`config.mk`:
```
export PLATFORM = sky130hd
export DESIGN_NAME = fir_decimator
export DESIGN_NICKNAME = d
export VERILOG_FILES = /design/src/rtl/fir_decimator.sv
export SDC_FILE = /design/constraint.sdc
export NUM_CORES = 1
export LEC_CHECK = 0
export BUFFER_PORTS_ARGS = -buffer_cell sky130_fd_sc_hd__buf_2
export CAP_MARGIN = 20
export CORE_MARGIN = 5
export CORE_UTILIZATION = 50
export CTS_BUF_LIST = sky130_fd_sc_hd__clkbuf_4 sky130_fd_sc_hd__clkbuf_8 sky130_fd_sc_hd__clkbuf_16
export CTS_CLUSTER_DIAMETER = 50
export CTS_CLUSTER_SIZE = 25
export DETAILED_ROUTE_END_ITERATION = 7
export GPL_TIMING_DRIVEN = 0
export PLACE_DENSITY = 0.67
export RECOVER_POWER = 50
export SLEW_MARGIN = 20
export SYNTH_ARGS = -nofsm -noshare
export SYNTH_HDL_FRONTEND = slang
export SYNTH_SLANG_ARGS = --single-unit
```
`constraint.sdc`:
```
create_clock -name i_clk -period 7.9 [get_ports i_clk]
set_input_delay 0.395 -clock i_clk [delete_from_list [all_inputs] [get_ports i_clk]]
set_output_delay 0.395 -clock i_clk [all_outputs]
set_load 0.01 [all_outputs]
```
`src/rtl/fir_decimator.sv`:
```
// fir_decimator: decimating 4-tap FIR filter with one time-shared MAC.
//
// Accepts one signed sample per i_en cycle into a G_TAPS-deep delay line.
// Every G_DECIM accepted samples the post-shift delay line is copied into
// a working buffer. The single MAC then walks through the taps, one tap
// per clock. A trigger that arrives while the MAC is still running is
// dropped and flagged.
//
// Ports:
//   i_clk      clock, rising edge
//   i_rst      synchronous active-high reset
//   i_en       sample strobe; i_sample is accepted on every edge with i_en=1
//   i_sample   signed input sample (G_I_W bits)
//   o_result   signed filter output (G_O_W bits), held between updates
//   o_valid    one-cycle pulse marking a new o_result
//   o_busy     high while the MAC is running
//   o_overrun  one-cycle pulse when a trigger is dropped because the MAC is busy
module fir_decimator #(
  parameter int G_TAPS    = 4,
  parameter int G_DECIM   = 2,
  parameter int G_I_W     = 9,
  parameter int G_T_W     = 8,
  parameter int G_O_W     = 23,
  parameter int G_COEFF_A = -1,
  parameter int G_COEFF_B = -22,
  parameter int G_COEFF_C = 13,
  parameter int G_COEFF_D = -44
) (
  input  logic             i_clk,
  input  logic             i_rst,
  input  logic             i_en,
  input  logic [G_I_W-1:0] i_sample,
  output logic [G_O_W-1:0] o_result,
  output logic             o_valid,
  output logic             o_busy,
  output logic             o_overrun
);

  localparam int P_W  = G_I_W + G_T_W;
  localparam int K_W  = (G_TAPS > 1) ? $clog2(G_TAPS) : 1;
  localparam int PH_W = (G_DECIM > 1) ? $clog2(G_DECIM) : 1;

  // c[0] multiplies the newest sample, c[3] the oldest.
  localparam logic signed [G_T_W-1:0] COEFF [4] = '{
    G_T_W'(G_COEFF_A), G_T_W'(G_COEFF_B), G_T_W'(G_COEFF_C), G_T_W'(G_COEFF_D)
  };

  typedef enum logic {
    S_IDLE,
    S_MAC
  } state_t;

  state_t                   state;
  logic signed [G_I_W-1:0]  d [G_TAPS];
  logic signed [G_I_W-1:0]  w [G_TAPS];
  logic signed [G_O_W-1:0]  acc;
  logic        [K_W-1:0]    k;
  logic        [PH_W-1:0]   phase;

  logic                     trigger;
  logic signed [G_I_W-1:0]  w_sel;
  logic signed [G_T_W-1:0]  c_sel;
  logic signed [P_W-1:0]    product;
  logic signed [G_O_W-1:0]  prod_ext;
  logic signed [G_O_W-1:0]  acc_next;

  // Decimation phase counts accepted samples, not clock cycles.
  assign trigger = i_en && (phase == PH_W'(G_DECIM - 1));

  always_comb begin
    w_sel    = w[k];
    c_sel    = COEFF[k];
    // Both operands widened to the full product width so the multiply
    // is done at P_W bits with correct sign handling.
    product  = $signed({{G_T_W{w_sel[G_I_W-1]}}, w_sel})
             * $signed({{G_I_W{c_sel[G_T_W-1]}}, c_sel});
    prod_ext = {{(G_O_W - P_W){product[P_W-1]}}, product};
    acc_next = acc + prod_ext;
  end

  always_ff @(posedge i_clk) begin
    if (i_rst) begin
      for (int unsigned j = 0; j < G_TAPS; j++) begin
        d[j] <= '0;
        w[j] <= '0;
      end
      acc       <= '0;
      k         <= '0;
      phase     <= '0;
      state     <= S_IDLE;
      o_result  <= '0;
      o_valid   <= 1'b0;
      o_busy    <= 1'b0;
      o_overrun <= 1'b0;
    end else begin
      o_valid   <= 1'b0;
      o_overrun <= 1'b0;

      // The delay line and phase keep running whatever the MAC is doing.
      if (i_en) begin
        d[0] <= $signed(i_sample);
        for (int unsigned j = 1; j < G_TAPS; j++) begin
          d[j] <= d[j-1];
        end
        phase <= trigger ? '0 : phase + 1'b1;
      end

      case (state)
        S_IDLE: begin
          if (trigger) begin
            // Snapshot the post-shift line: the incoming sample is tap 0.
            w[0] <= $signed(i_sample);
            for (int unsigned j = 1; j < G_TAPS; j++) begin
              w[j] <= d[j-1];
            end
            acc    <= '0;
            k      <= '0;
            state  <= S_MAC;
            o_busy <= 1'b1;
          end
        end
        S_MAC: begin
          acc <= acc_next;
          k   <= k + 1'b1;
          // The running sum reads only w[], so a dropped trigger cannot
          // disturb it even though d[] keeps shifting.
          if (trigger) begin
            o_overrun <= 1'b1;
          end
          if (k == K_W'(G_TAPS - 1)) begin
            o_result <= acc_next;
            o_valid  <= 1'b1;
            o_busy   <= 1'b0;
            state    <= S_IDLE;
          end
        end
        default: begin
          state  <= S_IDLE;
          o_busy <= 1'b0;
        end
      endcase
    end
  end

endmodule

```
==> results.md <==
- Async SR Flop Fraction: 0%
- First-pass GRT wire length: 31500 µm
- Post-synth cell types: 53
- Setup Buffers After CTS: 0
- RD Place Congestion: 0.902
- Post-CTS Hold Buffers: 0
- Initial antenna violation count: 0
- Crit path largest cell delay: 0.74 ns
- Total wire length: 19000 µm
- Residual DRC: 0
- F_max: 138 MHz
- Tcrit/Tclk final: 91.5%
- Final min period: 7.22 ns
- Share of post-route cells with drive strength above 1: 6.32%
- Post-synth EDFFs: 63
- Horiz. Die Dim: 143 µm
- Via count: 5996
- Slew Limit Fails: 28
- Crit-path most repeated cell: fa_1
- Register clock-pin slew on the reported worst setup and hold paths: 0.06 ns
- Setup CP Type: reg -> reg
- Synth Net Count: 1001
- Fill cell count: 1498
- Die ar.: 20400 µm²
- Die Ht: 143 µm
- Met1 usage: 25.9%
- Max-slew headroom: -44.6%
- Num rows: 48
- Gr usage total: 20.0%
- Synthesis-to-layout area growth: 11.8%
- Syn avg cell area: 10.6 µm²
- First drt pass iteration count: 4
- Yosys reg bits: 118
- # IOs: 38
- Grt peak-use layer: met2
- Prevailing post-synth register cell: edfxtp_1
- Final hold violations: 0
- WL per Instance: 16.9 µm
- Max-Cap Viols: 1
- CP Cell Sequence: inv_1 -> ha_1 -> clkbuf_1 -> nor2_1 -> nor2_1 -> inv_1 -> fa_1 -> inv_1 -> fa_1 -> fa_1 -> fa_1 -> ha_1 -> ha_1 -> a21o_1 -> a221oi_1 -> o21ai_0 -> a21oi_1 -> nor4_1 -> a311o_1
- M3 GR Usage: 4.09%
- Nature of the critical path endpoint: flip-flop
- Routed vias/inst: 5.32
- CTS tree: yes
- Ys Warns: 0
- Run status: complete, but fails checks
- Setup TNS Final: 0 ns
- Initial DRC count: 354
- Commonest non-fill, non-tap cell in the layout: inv_1
- Root cell of the clock tree: clkbuf_16
- TritonCTS buffer count: 17
- IO Port Bufs: 36
- Hold crit path type: in -> reg
- Worst Skew: 0.00776 ns
- Post-synthesis cell count: 832
- Clk buf depth: 2
- Slew @ Worst Pin: 2.17 ns
- Critical-path top delay cell: a221oi_1
- RSZ-0062 raised after global routing: false
- Htree depth: 4
- Post-DP HPWL: 14700 µm
- Vias in the first global route: 6215
- Crit path launch type: flip-flop
- Core area: 17300 µm²
- Nets@finish: 1058
- Failing checks: max-capacitance violations, max-slew violations
- CTS sink cnt: 118
- CP required: 8.21 ns
- Post-CTS Resized: 0
- Area of the multi-input gates: 5230 µm²
- CP bufs+invs: 4
- Largest net degree at the start of global routing: 28
- Register area share after synthesis: 34.0%
- CP Max Fanout: 14
- Register area: 2990 µm²
- Final setup viols: 0
- Post-DRT Antenna Nets: 0
- # diodes: 0
- Worst path arrival time: 7.53 ns
- Initial Utilization: 50.9%
- Cell family with most CP delay: adder cells
- Skew-Pair Late Insertion Delay: 0.42 ns
- GRT overflow: 0
- Met2 usage: 33.8%
- Syn Std Cell Area: 8810 µm²
- Commonest cells after routing, fill and taps aside: inv_1 (120), fa_1 (97), edfxtp_1 (63), ha_1 (60), clkbuf_1 (59)
[sequential cells by signal, summed over array words and instances, names as in the netlist, 2 cells and up, named ones only]
| name | count |
|---|---|
| acc | 23 |
| d | 27 |
| k | 2 |
| o_result | 23 |
| w | 36 |
[layer usage]
metal / wire length (µm) / part of all wire [%]
met1: 8300 / 44
met2: 9630 / 51
met3: 756 / 4.0
met4: 329 / 1.7
met5: 0 / 0
[worst paths after layout]
kind / end / startpoint / cells past startpoint / slack [ns]
setup / recovery: o_result[12]$_SDFFE_PP0P_ / k[0]$_SDFFE_PP0N_ / 19 / 0.68
hold / removal: w[0][5]$_SDFFCE_PN0P_ / i_sample[5] / 2 / 0.27
setup reg to reg: o_result[12]$_SDFFE_PP0P_ / k[0]$_SDFFE_PP0N_ / 19 / 0.68
hold reg to reg: o_result[2]$_SDFFE_PP0P_ / o_result[2]$_SDFFE_PP0P_ / 2 / 0.45
[area by class of cell]
class                   count  share of cell area [%]
inverters                 120                    4.57
plain buffers              34                    1.37
repair buffers             38                    1.57
multi-input cells         560                    53.1
clock buffers              17                    4.32
clock inverters            15                    1.82
flip-flops and latches    118                    30.4
well taps                 225                    2.86
[kinds of logic (layout without fill, tap and decap cells)]
logic type	after synthesis	count (layout)	share of synthesized area (%)
AND/OR/NAND/NOR	251	251	14.9
adder cells (fa/ha/maj)	157	157	30.6
buffers and inverters	154	224	6.65
flip-flops	118	118	34.0
AO/OA/AOI/OAI	113	113	8.83
XOR/XNOR	21	21	2.17
multiplexers	18	18	2.95
[synth_stat cells (4+ instances only)]
library cell | instances | share of area [%]
nand2b_1 | 12 | 0.85
xnor2_1 | 19 | 1.9
mux2i_1 | 8 | 0.91
or2_2 | 5 | 0.36
mux2_2 | 5 | 0.64
a22oi_1 | 5 | 0.43
nor2_1 | 46 | 2.0
inv_1 | 120 | 5.1
a21o_1 | 8 | 0.68
nand4_1 | 8 | 0.57
o21ai_0 | 26 | 1.5
o21a_1 | 4 | 0.34
a311o_1 | 4 | 0.45
nor2b_1 | 13 | 0.92
edfxtp_1 | 63 | 21
ha_1 | 60 | 8.5
nand3_1 | 12 | 0.68
nor4_1 | 5 | 0.36
nor3_1 | 7 | 0.40
and2_1 | 73 | 5.2
fa_1 | 97 | 22
o211ai_1 | 4 | 0.34
clkbuf_1 | 31 | 1.3
nand2_1 | 52 | 2.2
and3_1 | 9 | 0.64
dfxtp_1 | 55 | 12
a21oi_1 | 27 | 1.5
a22o_1 | 10 | 0.99
[metrics by stage]
step	hold slack, ns	instances	setup slack (ns)	utilization (%)	instance area, µm²
2_1_floorplan	0.425	832	1.70	-	8810
3_3_place_gp	0.439	1093	0.772	53.6	9270
3_5_place_dp	0.445	1095	0.775	53.9	9330
4_1_cts	0.249	1127	0.719	57.4	9930
5_1_grt	0.258	1127	0.258	57.0	9850
6_report	0.266	1127	0.675	57.0	9850
Power is left out: the tool's default activity adds up to more than one toggle a clock period on the data nets, which glitch-free logic cannot reach.
